### config.mk
export PLATFORM = sky130hd
export DESIGN_NAME = seq_arith_8b_madd_dotprod_ctrl_flat
export DESIGN_NICKNAME = d
export VERILOG_FILES = /design/src/rtl/seq_arith_8b_madd_dotprod_ctrl_if.sv /design/src/rtl/seq_arith_8b_madd_dotprod_ctrl.sv /design/src/flat_wrapper.sv
export SDC_FILE = /design/constraint.sdc
export NUM_CORES = 1
export LEC_CHECK = 0
export ABC_CLOCK_PERIOD_IN_PS = 10300
export CAP_MARGIN = 20
export CORE_MARGIN = 3
export CORE_UTILIZATION = 46
export DETAILED_ROUTE_END_ITERATION = 10
export GPL_ROUTABILITY_DRIVEN = 0
export GPL_TIMING_DRIVEN = 0
export PLACE_DENSITY = 0.73
export SETUP_SLACK_MARGIN = 0.02
export SYNTH_ARGS = -nofsm -noshare
export SYNTH_HDL_FRONTEND = slang
export SYNTH_SLANG_ARGS = --single-unit
### constraint.sdc
create_clock -name clk -period 10.3 [get_ports clk]
set_input_delay 1.03 -clock clk [delete_from_list [all_inputs] [get_ports clk]]
set_output_delay 1.03 -clock clk [all_outputs]
set_load 0.01 [all_outputs]
### src/rtl/seq_arith_8b_madd_dotprod_ctrl_if.sv
// Job/operand/result handshake bundle for the dot-product sequencer.
// SEQ_ARITH_DOTPROD_OVFL_EN adds the sticky overflow flag.
interface seq_arith_8b_madd_dotprod_ctrl_if #(
  parameter int LEN_W = 4
);
  logic             start_val;
  logic             start_rdy;
  logic [LEN_W-1:0] start_len;
  logic             in_val;
  logic             in_rdy;
  logic [7:0]       in0;
  logic [7:0]       in1;
  logic             out_val;
  logic             out_rdy;
  logic [15:0]      out;
  logic             busy;
`ifdef SEQ_ARITH_DOTPROD_OVFL_EN
  logic             ovfl;
`endif

  modport master (
    output start_val, start_len,
    output in_val, in0, in1,
    output out_rdy,
    input  start_rdy, in_rdy,
    input  out_val, out, busy
`ifdef SEQ_ARITH_DOTPROD_OVFL_EN
    , input ovfl
`endif
  );

  modport slave (
    input  start_val, start_len,
    input  in_val, in0, in1,
    input  out_rdy,
    output start_rdy, in_rdy,
    output out_val, out, busy
`ifdef SEQ_ARITH_DOTPROD_OVFL_EN
    , output ovfl
`endif
  );
endinterface

### src/rtl/seq_arith_8b_madd_dotprod_ctrl.sv
// Job sequencer around an 8x8+16 multiply-add forming a 16-bit dot product.
// SEQ_ARITH_DOTPROD_OVFL_EN adds a sticky overflow flag on the result.
module seq_arith_8b_madd_dotprod_ctrl #(
  parameter int LEN_W = 4
) (
  input logic clk,
  input logic reset,
  seq_arith_8b_madd_dotprod_ctrl_if.slave bus
);

  typedef enum logic [1:0] {
    IDLE  = 2'd0,
    ACCUM = 2'd1,
    DONE  = 2'd2
  } state_t;

  state_t           state_q;
  state_t           state_d;
  logic [15:0]      acc_q;
  logic [LEN_W-1:0] cnt_q;

  logic start_rdy;
  logic in_rdy;
  logic out_val;
  logic start_fire;
  logic in_fire;
  logic last_beat;

  logic [15:0] prod;
  assign prod = {8'd0, bus.in0} * {8'd0, bus.in1};

`ifdef SEQ_ARITH_DOTPROD_OVFL_EN
  logic [16:0] sum;
  logic        ovfl_q;
  assign sum = {1'b0, prod} + {1'b0, acc_q};
`else
  logic [15:0] sum;
  assign sum = prod + acc_q;
`endif

  assign last_beat  = (cnt_q == LEN_W'(1));
  assign start_fire = bus.start_val & start_rdy;
  assign in_fire    = bus.in_val & in_rdy;

  always_ff @(posedge clk) begin
    if (reset) state_q <= IDLE;
    else       state_q <= state_d;
  end

  // Ready/valid decode uses only state_q, so no val->rdy path exists.
  always_comb begin
    state_d   = state_q;
    start_rdy = 1'b0;
    in_rdy    = 1'b0;
    out_val   = 1'b0;
    unique case (state_q)
      IDLE: begin
        start_rdy = 1'b1;
        if (bus.start_val) begin
          if (bus.start_len == '0) state_d = DONE;
          else                     state_d = ACCUM;
        end
      end
      ACCUM: begin
        in_rdy = 1'b1;
        if (bus.in_val && last_beat) state_d = DONE;
      end
      DONE: begin
        out_val = 1'b1;
        if (bus.out_rdy) state_d = IDLE;
      end
      default: state_d = IDLE;
    endcase
  end

  always_ff @(posedge clk) begin
    if (reset) begin
      acc_q <= '0;
      cnt_q <= '0;
    end else if (start_fire) begin
      acc_q <= '0;
      cnt_q <= bus.start_len;
    end else if (in_fire) begin
      acc_q <= sum[15:0];
      cnt_q <= cnt_q - LEN_W'(1);
    end
  end

`ifdef SEQ_ARITH_DOTPROD_OVFL_EN
  always_ff @(posedge clk) begin
    if (reset)           ovfl_q <= 1'b0;
    else if (start_fire) ovfl_q <= 1'b0;
    else if (in_fire)    ovfl_q <= ovfl_q | sum[16];
  end

  assign bus.ovfl = out_val & ovfl_q;
`endif

  assign bus.start_rdy = start_rdy;
  assign bus.in_rdy    = in_rdy;
  assign bus.out_val   = out_val;
  assign bus.out       = out_val ? acc_q : 16'd0;
  assign bus.busy      = (state_q == ACCUM) | (state_q == DONE);

endmodule

### src/flat_wrapper.sv
// flat-port wrapper written by rule: the top's interface ports become plain ports
module seq_arith_8b_madd_dotprod_ctrl_flat 
#(
  parameter int LEN_W = 4
)
  (clk, reset, bus_start_val, bus_start_len, bus_in_val, bus_in0, bus_in1, bus_out_rdy, bus_start_rdy, bus_in_rdy, bus_out_val, bus_out, bus_busy);
  seq_arith_8b_madd_dotprod_ctrl_if #(.LEN_W(LEN_W)) bus_i ();
  input logic clk;
  input logic reset;
  input wire logic [$bits(bus_i.start_val)-1:0] bus_start_val;
  input wire logic [$bits(bus_i.start_len)-1:0] bus_start_len;
  input wire logic [$bits(bus_i.in_val)-1:0] bus_in_val;
  input wire logic [$bits(bus_i.in0)-1:0] bus_in0;
  input wire logic [$bits(bus_i.in1)-1:0] bus_in1;
  input wire logic [$bits(bus_i.out_rdy)-1:0] bus_out_rdy;
  output wire logic [$bits(bus_i.start_rdy)-1:0] bus_start_rdy;
  output wire logic [$bits(bus_i.in_rdy)-1:0] bus_in_rdy;
  output wire logic [$bits(bus_i.out_val)-1:0] bus_out_val;
  output wire logic [$bits(bus_i.out)-1:0] bus_out;
  output wire logic [$bits(bus_i.busy)-1:0] bus_busy;
  assign bus_i.start_val = bus_start_val;
  assign bus_i.start_len = bus_start_len;
  assign bus_i.in_val = bus_in_val;
  assign bus_i.in0 = bus_in0;
  assign bus_i.in1 = bus_in1;
  assign bus_i.out_rdy = bus_out_rdy;
  assign bus_start_rdy = bus_i.start_rdy;
  assign bus_in_rdy = bus_i.in_rdy;
  assign bus_out_val = bus_i.out_val;
  assign bus_out = bus_i.out;
  assign bus_busy = bus_i.busy;
  seq_arith_8b_madd_dotprod_ctrl #(.LEN_W(LEN_W)) u_core (.clk(clk), .reset(reset), .bus(bus_i));
endmodule
==> impl_metrics.yaml <==
status:
  status: "finished clean"
die:
  dieArea_mm2: 0.00881
  initial_core_util_pct: 48.2
  die-height_um: 93.9
  rows: 31
  io_pins: 45
  core_mm2: 0.00737
  die_x_um: 93.9
worst_setup_path:
  critical-path-top-delay-family: "adder cells"
  cp.required_ns: 10.44
  cp_max_fo: 8
  crit_top_cell: "fa_1"
  cp-end-kind: "flip-flop"
  crit_path_top_delay_cell: "clkdlybuf4s50_1"
  r2r_slack_ns: 6.00
  critPathKind: "in2reg"
  max_stage_delay_ns: 0.69
  cp.arrival_ns: 5.63
  cp_num_buf_inv: 4
  crit_chain: "clkdlybuf4s50_1 > nand2_1 > fa_1 > inv_1 > fa_1 > inv_1 > fa_1 > fa_1 > inv_1 > ha_1 > and3_1 > and4_4 > a21bo_2 > a21oi_1 > nor4_1 > nand2_1"
  start_kind: "primary input"
timing:
  fin_crit_ns: 5.49
  setup_violations: 0
  hold_violations: 0
  worst_pin_slew_ns: 0.505
  maxSlewViolCount: 0
  rsz0062_at_grt: "no"
  post-route-period-util_pct: 53.3
  slew_headroom_pct: 66.3
  tns_ns: 0
  clock_skew_ns: 0.000867
  holdWs_ns: 0.482
  max_clock_freq_mhz: 182
flow_run:
  drv_cap: 0
cts:
  cts.path.max_buffers: 2
  cts_resized: 0
  clk_latency_ns: 0.25
  cts_tree: "yes"
  hold_buffers: 0
  h-tree-depth: 1
  postCtsSetupBuffers: 0
  cts_buffers: 3
  cts-root-buf: "clkbuf_8"
  numClockSinks: 22
  clkTransAtPathRegs_ns: 0.07
grt:
  grt_overflow: 0
  antenna_found_initial: 0
  grt.total_usage_pct: 18.8
  grt_pass1_vias: 3023
  grt_max_degree: 12
  grt_pass1_wl_mm: 13.6
cells_and_area:
  drive_gt1_share_pct: 2.31
  stdcell_area_mm2: 0.00412
  nNetsFinal: 593
  layout_common_cells: "inv_1, nand2_1, and2_1, fa_1"
  n_antenna_cell: 0
  final_util_pct: 55.9
  area_delta_synth_final_pct: 15.9
  final_common_cell: "inv_1"
logic_synthesis:
  synth_cell_types: 41
  syn-num-nets: 548
  muxShareOfSynthArea_pct: 0
  async_flop_share_pct: 0
  synth_cells: 433
  synthAdderAreaFrac_pct: 42.3
  yosysWarnings: 0
  synth-edff-count: 0
  synth_compound_area_share_pct: 9.65
  seq_area_frac_synth_pct: 12.4
  synth_seq_cells: 22
  syn_area_per_cell_um2: 8.20
  synth-simple-area-share_pct: 20.7
  synth_top_family_by_area: "adder cells"
  synthesis.area_mm2: 0.00355
  synth-main-ff-cell: "dfxtp_1"
  synthXorXnorAreaFrac_pct: 3.21
place:
  place_area_mm2: 0.00408
  post-dp-hpwl_mm: 6.78
  io_buffers: 40
routing:
  drt_pass1_iterations: 4
  wl_mm: 7.94
  vias: 2893
  antenna_left: 0
  wl_per_cell_um: 13.8
  drc: 0
  first_iter_violations: 88
  viasPerCell: 5.03
power:
  vdd_drop_max_mv: 0.0841
  power.total_mw: 0.720
  powerDensity_mw_per_mm2: 175
  leakagePower_nw: 1.97
hold_path:
  hp-class: "reg2reg"
==> routing by layer <==
layer / share of wire [%] / routed length (µm) / global-route usage [%] / up-vias
met5: 0 / 0 / 0 / -
met4: 1.5 / 118 / 4.33 / 0
met3: 2.8 / 226 / 1.76 / 10
met2: 51 / 4080 / 33.7 / 50
met1: 44 / 3510 / 24.4 / 1413
li1: - / - / - / 1420
==> registers in the layout, summed over array words and instances (netlist names) <==
name	cells
u_core.state_q	2
u_core.cnt_q	4
u_core.acc_q	16
==> synthesized netlist by cell type, types with 2 or more instances <==
library cell / number / share of area [%]
a211oi_1: 5 / 1.1
nand2_1: 61 / 6.4
o21ai_1: 4 / 0.56
o21ai_0: 2 / 0.28
and2_1: 50 / 8.8
nor2_1: 10 / 1.1
inv_1: 100 / 11
nand3b_1: 2 / 0.42
nand2b_1: 2 / 0.35
fa_1: 50 / 28
a21oi_1: 20 / 2.8
ha_1: 40 / 14
and3_1: 2 / 0.35
nor2b_1: 3 / 0.53
a21o_1: 5 / 1.1
dfxtp_1: 22 / 12
xnor2_1: 5 / 1.2
clkbuf_1: 5 / 0.53
a31oi_1: 8 / 1.4
xor2_1: 8 / 2.0
nor4_1: 3 / 0.53
buf_2: 2 / 0.28
nand3_1: 6 / 0.85
==> per-stage QoR <==
step / setup slack [ns] / cells
after floorplan: 5.37 / 433
after global placement: 4.66 / 572
after detailed placement: 4.59 / 572
after CTS: 4.86 / 575
after global routing: 4.61 / 575
final: 4.81 / 575
==> path summary, 6_finish.rpt <==
path	startpoint	endpoint	cells past startpoint
max reg2reg	u_core.acc_q[6]	u_core.acc_q[14]	15
min	u_core.acc_q[14]	u_core.acc_q[14]	2
min reg2reg	u_core.acc_q[14]	u_core.acc_q[14]	2
max	bus_in0[4]	u_core.acc_q[15]	16
==> cell type report <==
cell class              instances  area, µm²
clock buffers                   3       41.3
multi-input cells             302       2690
well taps                      99        124
inverters                     100        375
plain buffers                   9       43.8
fillers                       704       3250
repair buffers                 40        400
flip-flops and latches         22        440
==> where the power goes <==
| part | internal, mW | switching (mW) | total (mW) |
|---|---|---|---|
| clock network | 0.0260 | 0.0259 | 0.0519 |
| registers | 0.101 | 0.0131 | 0.114 |
| logic | 0.232 | 0.321 | 0.554 |
==> kinds of logic (layout without fill, tap and decap cells) <==
kind of cell,after synthesis,count (layout)
buf+inv,109,152
compound gates,54,54
fa+ha+maj,90,90
simple gates,145,145
flops,22,22
xor+xnor,13,13
==> worst min-delay path, stage by stage, from the launching register on <==
cell	delay [ns]
dfxtp_1	0.32
nand2_1	0.05
o21ai_1	0.06
Note: power is estimated with default switching activity, not from simulation.
==> RTL edit 1 (same flow settings) <==
`LEN_W` is set to 4 in 3 places; all go to 2.
--- a/src/rtl/seq_arith_8b_madd_dotprod_ctrl_if.sv
+++ b/src/rtl/seq_arith_8b_madd_dotprod_ctrl_if.sv
@@ -3,3 +3,3 @@
 interface seq_arith_8b_madd_dotprod_ctrl_if #(
-  parameter int LEN_W = 4
+  parameter int LEN_W = 2
 );
--- a/src/rtl/seq_arith_8b_madd_dotprod_ctrl.sv
+++ b/src/rtl/seq_arith_8b_madd_dotprod_ctrl.sv
@@ -3,3 +3,3 @@
 module seq_arith_8b_madd_dotprod_ctrl #(
-  parameter int LEN_W = 4
+  parameter int LEN_W = 2
 ) (
--- a/src/flat_wrapper.sv
+++ b/src/flat_wrapper.sv
@@ -3,3 +3,3 @@
 #(
-  parameter int LEN_W = 4
+  parameter int LEN_W = 2
 )
Ports: changed (resized bus_start_len); port bits go from 45 to 43. The function was not compared with the original's and may differ.
==> RTL edit 1 against the unedited design <==
Sequential cell count decreased by 2. Routed wire length increased by 0.96%. Global-route usage increased by 0.68 points. Worst setup slack got worse by 0.041 ns. Fmax decreased by 0.74%. Register-to-register slack got worse by 0.04 ns. Total power decreased by 19%. Cell area decreased by 0.64%. Area after synthesis decreased by 1.9%. Critical endpoint is now u_core.acc_q[14]. Largest cell class unchanged.
==> RTL edit 1: results (changes against the unedited design) <==
STA
  – Max_slew headroom: 0.6488 (-0.01432)
  – Final Skew: 0.003208 ns (+0.002341 ns)

Setup path
  – Worst-path fanout max: 8 (unchanged)
  – R2R setup slack: 5.96 ns (-0.04 ns)
  – R2R depth: 14 (-1)
  – Worst path arrival time: 5.74 ns (+0.11 ns)
  – Reg-to-reg endpoint: u_core.acc_q[14]

CTS
  – Root buffer cell: clkbuf_8
  – Clock latency at the later pin of the worst-skew pair: 0.26 ns
  – Post-CTS resize count: 0 (unchanged)

Pwr
  – Pleak: 1.965 nW (-0.19%)
  – Peak supply drop: 0.00007593 V (-9.7%)
  – Sw Share: 0.4728 (-0.02798)

Synthesis
  – Compound-Gate Fraction of Synth Area: 0.1066 (+0.01009)
  – Netlist cell types: 40 (-2.4%)
  – Largest family of logic cells by synthesized area: adder cells
  – Top_reg_cell synth: dfxtp_1
  – Synth warnings: 0 (unchanged)
  – Syn Nets: 537 (-2.0%)
  – Largest cells by area after synthesis: fa_1 29%, ha_1 14%, dfxtp_1 11%
  – Mux cell area share after synthesis: 0.002872 (+0.002872)
  – Synth top cells by count: 92 x inv_1, 60 x nand2_1, 50 x fa_1
  – Async SR Flop Fraction: 0 (unchanged)
  – Sequential area share after synthesis: 0.1149 (-0.009127)
  – Adder-Cell Fraction of Synth Area: 0.4271 (+0.004452)
  – Post-Synth XOR/XNOR Area: 0.01149 (-0.02057)

GRT
  – First-pass GRT wire length: 13.67 mm (+0.60%)
  – GRT Overall Usage: 0.1947 (+0.006754)
  – Largest net degree at the start of global routing: 13 (+1)

Finish
  – Fin nets: 583 (-1.7%)
  – Largest regs: u_core.acc_q: 16 flops, u_core.cnt_q: 2 flops, u_core.state_q: 2 flops
  – Layout cell share with drive strength beyond 1: 0.01702 (-0.006088)

Drt
  – DRT antenna net count: 0 (unchanged)
  – Initial DRC Count: 122 (+39%)
  – Routed wire length: 8.015 mm (+0.96%)
  – Via count: 2931 (+1.3%)

Place
  – DP Wirelength: 6.671 mm (-1.7%)
  – IO buf count: 41 (+2.5%)

Hold path
  – Hold Path End: u_core.acc_q[9]
  – Hold path cells: 2 (unchanged)
  – Min-Delay Startpoint: u_core.acc_q[9]

Outcome
  – Outcome: finished clean
==> RTL edit 1: metal layers <==
metal  global-route usage  share of wire
met5                    0              0
met4              0.02686         0.0065
met3              0.02092          0.026
met2               0.3479           0.51
met1               0.2608           0.45
==> RTL edit 1: critical path, cell delays in order <==
cell and delay (ns):
clkdlybuf4s50_1 0.64, nand2_1 0.13, fa_1 0.55, inv_1 0.05, fa_1 0.50, inv_1 0.05, fa_1 0.48, fa_1 0.56
inv_1 0.05, ha_1 0.37, a21o_1 0.20, a21oi_1 0.30, a21oi_1 0.17, or4_1 0.54, nand3_1 0.11
==> RTL edit 1: cell type report <==
type / instances / area, um2
flip-flops and latches: 20 / 400.4
inverters: 92 / 345.3
plain buffers: 10 / 38.79
multi-input cells: 303 / 2701
clock inverters: 1 / 30.03
clock buffers: 3 / 41.29
well taps: 99 / 123.9
repair buffers: 41 / 410.4
fillers: 700 / 3201
==> RTL edit 1: worst max path at each step <==
| stage | slack [ns] | endpoint | from |
|---|---|---|---|
| after global routing | 4.50 | u_core.acc_q[15] | bus_in0[4] |
| after global placement | 4.57 | u_core.acc_q[15] | bus_in0[4] |
| final | 4.77 | u_core.acc_q[14] | bus_in1[1] |
| after detailed placement | 4.53 | u_core.acc_q[14] | bus_in0[6] |
| after CTS | 4.79 | u_core.acc_q[15] | bus_in0[4] |
| after floorplan | 5.29 | u_core.acc_q[14] | bus_in0[5] |
==> RTL edit 1: power groups by stage <==
stage / logic (mW) / clock network, mW / registers, mW
2_1_floorplan: 0.306 / 0 / 0.0894
3_3_place_gp: 0.399 / 0 / 0.0907
3_5_place_dp: 0.407 / 0 / 0.0911
4_1_cts: 0.411 / 0.0816 / 0.0893
5_1_grt: 0.463 / 0.0858 / 0.0901
6_report: 0.410 / 0.0803 / 0.0892
==> RTL edit 1: kinds of logic after synthesis <==
family	Yosys count
buf+inv	102
fa+ha+maj	89
mux	1
simple gates	155
xor+xnor	3
flops	20
compound gates	55
==> RTL edit 1: through the flow <==
stage,setup slack (ns),std cells,util,area (um2),hold WS [ns]
final,4.766,569,0.5611,4091,0.4770
after global routing,4.500,569,0.5611,4091,0.5074
after CTS,4.792,569,0.5611,4091,0.4808
after detailed placement,4.529,565,0.5513,4020,0.4698
after global placement,4.568,565,0.5513,4020,0.4533
after floorplan,5.291,425,-,3486,0.4403
==> RTL edit 2 (same settings) <==
Without the edit above. Encoding of `state_t`: now one-hot (3 bits for 3 states).
--- a/src/rtl/seq_arith_8b_madd_dotprod_ctrl.sv
+++ b/src/rtl/seq_arith_8b_madd_dotprod_ctrl.sv
@@ -10,6 +10,6 @@
 
-  typedef enum logic [1:0] {
-    IDLE  = 2'd0,
-    ACCUM = 2'd1,
-    DONE  = 2'd2
+  typedef enum logic [2:0] {
+    IDLE  = 3'b001,
+    ACCUM = 3'b010,
+    DONE  = 3'b100
   } state_t;
Function: same outputs for any inputs over 4 cycles, from zero or initial values and one cycle with reset high; so few cycles prove little.
==> RTL edit 2 against the unedited design <==
Area after synthesis is 2.7% higher. Global-route usage is 0.72 points higher. Total power is 26% lower. Critical path depth is 1 lower. Routed wire length is 2.5% higher. Synthesized cell count is 4.4% higher. Cell area is 2.7% higher. Worst setup slack worse by 0.082 ns. Sequential cell count is 1 higher.
==> RTL edit 2: results (changes against the unedited design) <==
Pwr
  – Peak supply drop: 0.00006761 V (-20%)
  – Sw power: 253.2 uW (-30%)
  – Sequential cell power: 96.3 uW (-16%)
  – Pleak: 1.976 nW (+0.37%)
  – Clock share of power: 0.109 (+0.037)
  – Cell Pwr Density: 125.4 nW/um2 (-28%)

CTS
  – Clk slew on worst S/H paths: 0.09 ns (+0.02 ns)
  – Clock latency at the later pin of the worst-skew pair: 0.27 ns (+0.02 ns)
  – Root buffer cell: clkbuf_8
  – Num CTS Buffers: 3 (unchanged)
  – H-tree depth: 1 (unchanged)
  – Post-CTS resize count: 0 (unchanged)
  – Number of setup buffers added after CTS: 0 (unchanged)

Setup path
  – Worst-path fanout max: 8 (unchanged)
  – Largest stage delay on the critical path: 0.57 ns (-0.12 ns)
  – CP max stage cell: clkdlybuf4s50_1
  – Critical path's top delay family: adder cells
  – Worst path arrival time: 5.74 ns (+0.11 ns)

Synthesis
  – Synth top cells by count: 100 x inv_1, 54 x nand2_1, 50 x fa_1
  – Largest cells by area after synthesis: fa_1 27%, ha_1 13%, dfxtp_1 13%
  – Top-area cell type share of the netlist area: 0.2743 (-0.007441)
  – Async SR Flop Fraction: 0 (unchanged)
  – Syn Nets: 564 (+2.9%)
  – Top_reg_cell synth: dfxtp_1
  – Synth warnings: 0 (unchanged)
  – Sequential area share after synthesis: 0.1262 (+0.002213)
  – Netlist cell types: 44 (+7.3%)
  – Mean area per synthesized cell: 8.072 um2 (-1.6%)

STA
  – Final Skew: 0.01023 ns (+0.009365 ns)
  – Max_slew headroom: 0.6297 (-0.03338)

Finish
  – N_diodes: 0 (unchanged)
  – Post-Layout Cell Count: 596 (+3.7%)
  – Layout cell share with drive strength beyond 1: 0.03421 (+0.01110)
  – Number of fill cells: 676 (-4.0%)
  – Largest regs: u_core.acc_q: 16 flops, u_core.cnt_q: 4 flops, u_core.state_q: 3 flops
  – Fin nets: 610 (+2.9%)

Place
  – Dpl cells: 592 (+3.5%)
  – DP Wirelength: 6.836 mm (+0.78%)
  – Place WS: 4.423 ns (-0.1704 ns)
  – IO buf count: 41 (+2.5%)

Drt
  – Routed wire length: 8.136 mm (+2.5%)
  – Initial DRC Count: 144 (+64%)
  – DRT antenna net count: 0 (unchanged)
  – Avg Vias per Cell: 5.180 (+2.9%)

Outcome
  – Outcome: finished clean

GRT
  – Largest net degree at the start of global routing: 14 (+2)
  – Vias in the first global route: 3107 (+2.8%)
  – GRT Overall Usage: 0.1951 (+0.007157)
  – First-pass GRT wire length: 14.15 mm (+4.2%)
  – Initial antenna violation count: 0 (unchanged)

Hold path
  – Min-delay worst type: reg2reg
-- RTL edit 2: cell types whose count changed in the layout (fill, tap and decap cells not counted), moves of 5 or more --
cell,change
xor2_1,-5
and2_1,-10
a31oi_1,-8
o21ai_0,+7
nand2_1,-7
nor2_1,+14
nor3_1,+18
-- RTL edit 2: layout make-up --
cell class	instances	area share
multi-input cells	317	0.6533
plain buffers	12	0.01183
clock inverters	1	0.001183
well taps	99	0.02929
inverters	100	0.08876
flip-flops and latches	23	0.1089
repair buffers	41	0.09704
clock buffers	3	0.009763
-- RTL edit 2: cell families after synthesis --
family,synth area share
multiplexers,0.005487
buffers and inverters,0.1166
adder cells (fa/ha/maj),0.4012
XOR/XNOR,0.01921
flip-flops,0.1262
AND/OR/NAND/NOR,0.2267
AO/OA/AOI/OAI,0.1046
-- RTL edit 2: metal layers --
metal,GRT usage,vias to the layer above,routed length (um)
li1,-,1496,-
met1,0.2576,1529,3590
met2,0.3539,60,4190
met3,0.02289,2,317
met4,0.01923,0,38
met5,0,-,0
-- RTL edit 2: worst paths after layout --
| kind | startpoint | end | slack, ns | cells after the start |
|---|---|---|---|---|
| min | u_core.acc_q[9] | u_core.acc_q[9] | 0.46 | 2 |
| max reg2reg | u_core.acc_q[4] | u_core.acc_q[14] | 6.05 | 15 |
| max | bus_in0[2] | u_core.acc_q[14] | 4.72 | 15 |
| min reg2reg | u_core.acc_q[9] | u_core.acc_q[9] | 0.46 | 2 |
-- RTL edit 2: worst min-delay path, stage by stage, from the launching register on --
cell and delay (ns):
dfxtp_1 0.32, nand2_1 0.05, a21oi_1 0.05
-- RTL edit 2: stage by stage --
step,area [um2],utilization
6_report,4229,0.5649
5_1_grt,4229,0.5649
4_1_cts,4229,0.5649
3_5_place_dp,4183,0.5588
3_3_place_gp,4183,0.5588
2_1_floorplan,3649,-
